<file path="config.mk">
export PLATFORM = sky130hd
export DESIGN_NAME = mem_access_unit
export DESIGN_NICKNAME = d
export VERILOG_FILES = /design/src/rtl/mem_access_unit.sv
export SDC_FILE = /design/constraint.sdc
export NUM_CORES = 1
export LEC_CHECK = 0
export CAP_MARGIN = 20
export CORE_MARGIN = 8
export CORE_UTILIZATION = 35
export CTS_CLUSTER_SIZE = 14
export DETAILED_ROUTE_END_ITERATION = 6
export GPL_TIMING_DRIVEN = 0
export PLACE_DENSITY = 0.62
export SYNTH_ARGS = -nofsm -noshare
export SYNTH_HDL_FRONTEND = slang
export SYNTH_SLANG_ARGS = --single-unit
export TNS_END_PERCENT = 1
</file>
<file path="constraint.sdc">
create_clock -name clock -period 4.5 [get_ports clock]
set_input_delay 0.45 -clock clock [delete_from_list [all_inputs] [get_ports clock]]
set_output_delay 0.45 -clock clock [all_outputs]
set_load 0.02 [all_outputs]
</file>
<file path="src/rtl/mem_access_unit.sv">
// MEM-stage load/store sequencer in front of a word-wide dmem.
// Sub-word stores are performed as read-modify-write; loads are lane-aligned
// and sign/zero-extended; misaligned or illegal requests are answered with an
// error and never reach memory.
module mem_access_unit #(
    parameter bit ADDR_WORD = 1'b0  // 1: mem_addr is a word index, 0: byte address with [1:0]=0
) (
    input  logic        clock,
    input  logic        reset,
    input  logic        req_valid,
    input  logic        req_write,
    input  logic [1:0]  req_size,
    input  logic        req_unsigned,
    input  logic [31:0] req_addr,
    input  logic [31:0] req_wdata,
    output logic        req_ready,
    output logic        resp_done,
    output logic        resp_err,
    output logic [31:0] load_data,
    output logic [31:0] mem_addr,
    output logic [31:0] mem_wrdata,
    output logic        mem_read,
    output logic        mem_write,
    input  logic [31:0] mem_rddata
);

    typedef enum logic [1:0] {StIdle, StRead, StWrite, StResp} state_e;

    localparam logic [1:0] SzByte = 2'b00;
    localparam logic [1:0] SzHalf = 2'b01;
    localparam logic [1:0] SzWord = 2'b10;

    state_e      state_q;
    logic        write_q;
    logic        unsigned_q;
    logic [1:0]  size_q;
    logic [1:0]  off_q;
    logic [15:0] wdata_q;  // only the sub-word part is needed after accept

    logic        req_ready_q;
    logic        resp_done_q;
    logic        resp_err_q;
    logic [31:0] load_data_q;
    logic [31:0] mem_addr_q;
    logic [31:0] mem_wrdata_q;
    logic        mem_read_q;
    logic        mem_write_q;

    logic        misaligned;
    logic [31:0] issue_addr;
    logic [31:0] rd_shift;
    logic [31:0] load_ext;
    logic [31:0] merged;

    // Classify the incoming request and form the dmem address it would use.
    always_comb begin
        misaligned = (req_size == 2'b11)
                   || (req_size == SzHalf && req_addr[0])
                   || (req_size == SzWord && req_addr[1:0] != 2'b00);
        if (ADDR_WORD) begin
            issue_addr = {2'b00, req_addr[31:2]};
        end else begin
            issue_addr = {req_addr[31:2], 2'b00};
        end
    end

    // Align the addressed lane of the read word and extend it to 32 bits.
    always_comb begin
        rd_shift = mem_rddata >> {off_q, 3'b000};
        unique case (size_q)
            SzByte:  load_ext = unsigned_q ? {24'h0, rd_shift[7:0]}
                                           : {{24{rd_shift[7]}}, rd_shift[7:0]};
            SzHalf:  load_ext = unsigned_q ? {16'h0, rd_shift[15:0]}
                                           : {{16{rd_shift[15]}}, rd_shift[15:0]};
            default: load_ext = mem_rddata;
        endcase
    end

    // Replace the addressed lane(s) of the read word with the store data.
    always_comb begin
        merged = mem_rddata;
        if (size_q == SzByte) begin
            merged[{off_q, 3'b000} +: 8] = wdata_q[7:0];
        end else begin
            merged[{off_q[1], 4'b0000} +: 16] = wdata_q;
        end
    end

    // Sequencer FSM; every output is registered so mem_write drops with reset.
    always_ff @(posedge clock or posedge reset) begin
        if (reset) begin
            state_q      <= StIdle;
            write_q      <= 1'b0;
            unsigned_q   <= 1'b0;
            size_q       <= 2'b00;
            off_q        <= 2'b00;
            wdata_q      <= 16'h0;
            req_ready_q  <= 1'b1;
            resp_done_q  <= 1'b0;
            resp_err_q   <= 1'b0;
            load_data_q  <= 32'h0;
            mem_addr_q   <= 32'h0;
            mem_wrdata_q <= 32'h0;
            mem_read_q   <= 1'b0;
            mem_write_q  <= 1'b0;
        end else begin
            resp_done_q <= 1'b0;
            resp_err_q  <= 1'b0;
            unique case (state_q)
                StIdle: begin
                    if (req_valid) begin
                        write_q     <= req_write;
                        unsigned_q  <= req_unsigned;
                        size_q      <= req_size;
                        off_q       <= req_addr[1:0];
                        wdata_q     <= req_wdata[15:0];
                        req_ready_q <= 1'b0;
                        if (misaligned) begin
                            state_q     <= StResp;
                            resp_done_q <= 1'b1;
                            resp_err_q  <= 1'b1;
                        end else if (req_write && req_size == SzWord) begin
                            state_q      <= StWrite;
                            mem_addr_q   <= issue_addr;
                            mem_wrdata_q <= req_wdata;
                            mem_write_q  <= 1'b1;
                        end else begin
                            state_q    <= StRead;
                            mem_addr_q <= issue_addr;
                            mem_read_q <= 1'b1;
                        end
                    end
                end
                StRead: begin
                    mem_read_q <= 1'b0;
                    if (write_q) begin
                        state_q      <= StWrite;
                        mem_wrdata_q <= merged;
                        mem_write_q  <= 1'b1;
                    end else begin
                        state_q     <= StResp;
                        load_data_q <= load_ext;
                        resp_done_q <= 1'b1;
                    end
                end
                StWrite: begin
                    mem_write_q <= 1'b0;
                    state_q     <= StResp;
                    resp_done_q <= 1'b1;
                end
                StResp: begin
                    req_ready_q <= 1'b1;
                    state_q     <= StIdle;
                end
                default: state_q <= StIdle;
            endcase
        end
    end

    assign req_ready  = req_ready_q;
    assign resp_done  = resp_done_q;
    assign resp_err   = resp_err_q;
    assign load_data  = load_data_q;
    assign mem_addr   = mem_addr_q;
    assign mem_wrdata = mem_wrdata_q;
    assign mem_read   = mem_read_q;
    assign mem_write  = mem_write_q;

endmodule

</file>
; Word-level counts from Yosys, hierarchy flattened
; Index checks and enable logic that the tools add are counted.
[word_totals]
ff_bits = 123
input_bits = 103
[op_classes]
reduce_logical = 18
n_eq_ne = 12
muxes = 32
shifts = 5
n_bitwise = 2
add_sub_neg = 2
[ops]
columns = operator, n
row1 = 32-bit two-way mux, 7
row2 = 32-bit one-hot mux with 2 select lines, 2
row3 = 32-bit bitwise mux, 2
row4 = 16-bit by 7-bit variable shift with 32-bit output (first input constant), 1
row5 = 8-bit by 7-bit variable shift with 32-bit output (first input constant), 1
row6 = 16-bit by 7-bit variable part select with 32-bit output, 1
row7 = 8-bit by 7-bit variable part select with 32-bit output, 1
row8 = 32-bit by 5-bit >> shifter with 16-bit output, 1
row9 = 5-bit negator with 7-bit output, 2
row10 = 1-bit two-way mux, 13
row11 = 2-bit != test (second input constant), 5
row12 = 5-bit AND reduction, 2
row13 = 2-bit == test (second input constant), 4
row14 = 2-bit one-hot mux with 4 select lines, 1
row15 = 2-bit by 1-bit == test with 1-bit output (second input constant), 3
row16 = 2-bit two-way mux, 3
row17 = 1-bit one-hot mux with 3 select lines, 2
row18 = 2-bit AND reduction, 3
row19 = 2-bit nonzero test, 3
row20 = 2-bit logical NOT, 2
row21 = 1-bit one-hot mux with 2 select lines, 2
row22 = 4-bit AND reduction, 1
row23 = 1-bit logical AND, 3
row24 = 3-bit AND reduction, 1
row25 = 3 further kinds, 5

; Depth between registers and ports, before layout
[depth]
word_depth = 7
depth_mapped = 9
mapped_depth_nobuf = 6

; Worst setup path after synthesis
; No wires, ideal clock.
[synth_path]
path_type = reg2reg
start = register off_q[0]
end = register mem_wrdata_q[10] (netlist: mem_wrdata[10])
period_less_slack_ps = 2413
stages_incl_launch_ff = 10
setup_slack_ps = 2087
arrival_time_ps = 2333
path_buffers = 3
setup_time_ps = 79
required_time_ps = 4421
path_cell_list = dfrtp_1 > buf_1 > inv_1 > ha_1 > or3b_2 > clkbuf_1 > clkbuf_1 > o221ai_1 > o221ai_1 > mux2i_1
[synth_via]
elab_chain_cells = 6
[synth_rtl]
columns = element, line
row1 = "start, declared", 37  ; logic [1:0] off_q;
row2 = "start signal, assigned", 115  ; off_q <= req_addr[1:0];
row3 = 5-bit negator with 7-bit output *, 83  ; merged[{off_q, 3'b000} +: 8] = wdata_q[7:0];
row4 = 8-bit by 7-bit variable part select with 32-bit output or 8-bit by 7-bit variable shift with 32-bit output (tied branches), 83
row5 = 32-bit bitwise mux *, 83
row6 = 32-bit two-way mux *, 82  ; if (size_q == SzByte) begin
row7 = 32-bit two-way mux *, 136  ; if (write_q) begin
row8 = 32-bit one-hot mux with 2 select lines *, 109  ; unique case (state_q)
row9 = "end signal, assigned", 125  ; mem_wrdata_q <= req_wdata;
row10 = "end signal, assigned", 138  ; mem_wrdata_q <= merged;
row11 = "end, declared", 45  ; logic [31:0] mem_wrdata_q;
; Every way passes the cells marked *; elsewhere a longest branch is shown, timed or not. The select of a mux whose other input is x is not followed.
; A chain may end at the register's enable or synchronous reset.

; Worst setup path after layout
[layout_path]
start = register off_q[0]
end = register mem_wrdata_q[15] (netlist: mem_wrdata[15])
; The elaborated chain is that of the path after synthesis.

==> impl_metrics.py <==
metrics = {
    "setup_path": {
        "worstRegToRegCells": 9,
        "startpoint_type": "flip-flop",
        "path_class": "reg2reg",
        "cp-startpoint": "off_q[0]$_DFFE_PP0P_",
        "arrival_ns": 3.36,
        "critPathMaxFanout": 10,
        "crit_path_end_kind": "flip-flop",
        "r2r-end": "mem_wrdata[15]$_DFFE_PP0P_",
        "reg2reg_from": "off_q[0]$_DFFE_PP0P_",
        "r2r_slack_ns": 1.48,
        "worstPathRequired_ns": 4.85,
        "cp-endpoint": "mem_wrdata[15]$_DFFE_PP0P_",
    },
    "power_and_ir_drop": {
        "vdd_drop_max_mv": 0.3332,
        "power_leakage_nw": 3.966,
        "p_total_mw": 7.636,
        "p_per_area_mw_per_mm2": 789.3,
    },
    "synthesis": {
        "synthTopCellsByCount": "dfrtp_1, nand2_1, mux2_2",
        "synth.avg_cell_area_um2": 10.02,
        "yosysWarnings": 0,
        "synth_area_leaders": "dfrtp_1, mux2_2, o221ai_1",
        "synth_area_mm2": 0.006730,
        "ys_async_sr_fraction_pct": 100.0,
        "yosys.cell_types.count": 42,
        "synth_most_common_cell": "dfrtp_1",
        "yosysTopAreaCell": "dfrtp_1",
        "ys_seq_area_share_pct": 45.75,
        "synthFlopType": "dfrtp_1",
        "ys_ff_latch": 123,
        "synthCells": 672,
        "synth_edf_count": 0,
        "yosysTopAreaCellShare_pct": 45.36,
    },
    "floorplanning": {
        "coreArea_mm2": 0.01877,
        "rows": 50,
        "fp.dieW_um": 154.7,
        "initial_core_util_pct": 35.86,
        "ios": 204,
        "die_area_mm2": 0.02392,
        "die_y_um": 154.7,
    },
    "routing": {
        "antenna_left": 0,
        "wl_per_cell_um": 21.70,
        "dr.pass1.iters": 5,
        "drtIter0Drc": 580,
        "via_per_inst": 5.428,
        "vias": 6193,
        "wl_um": 24760,
        "drc": 0,
    },
    "place": {
        "dpl_worst_slack_ns": 1.531,
        "dp_hpwl_um": 19370,
        "dpl.cell_count": 1109,
        "gp_congestion": 0.9088,
        "numPortBuffers": 201,
    },
    "clock_network": {
        "cts_buffer_depth": 2,
        "cts.sinks": 123,
        "cts_tree": "done",
        "cts-root-buf": "clkbuf_16",
        "cts_resized": 0,
        "htree_num_levels": 4,
        "worstSkewPairLatency_ns": 0.42,
        "cts_buffers": 17,
        "cts_setup_buffers": 0,
        "cts-hold-fix-buffers": 0,
        "path_clk_slew_ns": 0.06,
    },
    "global_routing": {
        "track_usage_pct": 20.89,
        "grt_pass1_wl_um": 38140,
        "grt_max_degree": 69,
        "antenna_found_initial": 0,
        "first_global_vias": 6287,
        "grt_overflow": 0,
    },
    "sta": {
        "fin_ws_ns": 1.484,
        "worst_slew_pin_slew_ns": 0.7178,
        "setup_violations": 0,
        "slew_headroom_pct": 52.04,
        "finClkSkew_ns": 0.009483,
        "slew_viol_final": 0,
        "finalCriticalPeriod_ns": 3.016,
        "max_freq_mhz": 331.5,
        "min_period_over_period_pct": 67.03,
        "rsz0062_at_grt": "no",
        "finalHoldViolations": 0,
    },
    "min_path": {
        "hp-class": "in2async",
    },
    "flow_run": {
        "cap_violations": 0,
    },
    "final_layout": {
        "finalNetCount": 1006,
        "drive_above_1_share_pct": 12.46,
        "area_delta_synth_final_pct": 43.76,
        "num_antenna_cells": 0,
        "fin_cells": 1141,
    },
    "status": {
        "outcome": "completed",
    },
}
[routing by layer]
layer	vias up	track usage (%)	routed length (µm)
met5	-	0	0
met4	0	8.586	813
met3	48	4.876	1892
met2	260	33.07	11570
met1	3013	26.99	10480
li1	2872	-	-
[state kept, by name, indices dropped and copies added (netlist names)]
signal	cells
load_data	32
mem_addr	30
mem_read	1
mem_wrdata	32
mem_write	1
off_q	2
req_ready	1
resp_done	1
resp_err	1
size_q	2
state_q	2
unsigned_q	1
wdata_q	16
write_q	1
[worst min-delay path by stage]
stage,start,to,slack (ns),cells past startpoint
finish,reset,mem_addr[13]$_DFFE_PP0P_,0.48,2
global route,mem_wrdata[0]$_DFFE_PP0P_,mem_wrdata[0]$_DFFE_PP0P_,0.50,1
CTS,reset,mem_addr[13]$_DFFE_PP0P_,0.49,2
detailed placement,load_data[1]$_DFFE_PP0P_,load_data[1]$_DFFE_PP0P_,0.48,2
global placement,load_data[2]$_DFFE_PP0P_,load_data[2]$_DFFE_PP0P_,0.47,2
floorplan,write_q$_DFFE_PP0P_,write_q$_DFFE_PP0P_,0.49,1
[cells in the final DEF (no fill, tap or decap), drive strengths merged, types with 4 or more instances in the layout]
cell	netlist	layout
a21oi	27	27
a22oi	4	4
a31oi	8	8
a32oi	4	4
buf	20	21
clkbuf	38	60
clkdlybuf4s50	0	201
dfrtp	122	122
ha	9	9
inv	57	58
mux2	68	68
mux2i	37	37
nand2	74	74
nand2b	16	16
nand3	10	10
nand3b	12	12
nand4b	8	8
nor2	21	21
nor2b	6	6
nor3b	4	4
o21ai	33	33
o221ai	50	50
o22ai	13	13
o311ai	16	16
[power breakdown]
group	switching (mW)	leakage (nW)	internal (mW)	total, mW
Clock	0.509	0.287	0.900	1.41
Sequential	0.432	1.46	1.68	2.11
Combinational	2.28	2.22	1.84	4.12
[critical path: stages, from the launching register on]
cell and delay (ns):
dfrtp_1 0.47, buf_1 0.36, inv_1 0.26, ha_1 0.27, or3b_2 0.47, clkbuf_1 0.20
clkbuf_1 0.28, o221ai_1 0.24, o221ai_1 0.20, mux2i_1 0.19
[per-stage QoR]
stage,hold WS (ns),TNS (ns),utilization (%),cell area (µm²)
detailed placement,0.4772,0,48.33,9071
floorplan,0.4938,0,-,6734
CTS,0.4900,0,51.55,9676
global placement,0.4701,-140.36,48.16,9039
finish,0.4836,0,51.55,9676
global route,0.5030,0,51.55,9676
[cell families (layout without fill, tap and decap cells)]
| logic type | Yosys count | in the layout | share of synthesized area, % |
|---|---|---|---|
| adders and majority gates | 9 | 9 | 1.673 |
| other | 1 | 2 | 0.05572 |
| muxes | 106 | 106 | 17.22 |
| AOI/OAI and AO/OA | 159 | 159 | 16.58 |
| DFF | 123 | 123 | 45.75 |
| buffers and inverters | 115 | 349 | 6.879 |
| and+or+nand+nor | 159 | 159 | 11.84 |
[area by class of cell]
class                      instances  area (µm²)
timing repair buffer             202        2039
multi-input combinational        435        3192
tap                              234       292.8
fill                            1741        9092
sequential                       123        3079
buffer                            58       249.0
clock inverter                    10       140.1
clock buffer                      22       464.2
inverter                          57       219.0
No activity file was read; power rests on OpenSTA's default activity.
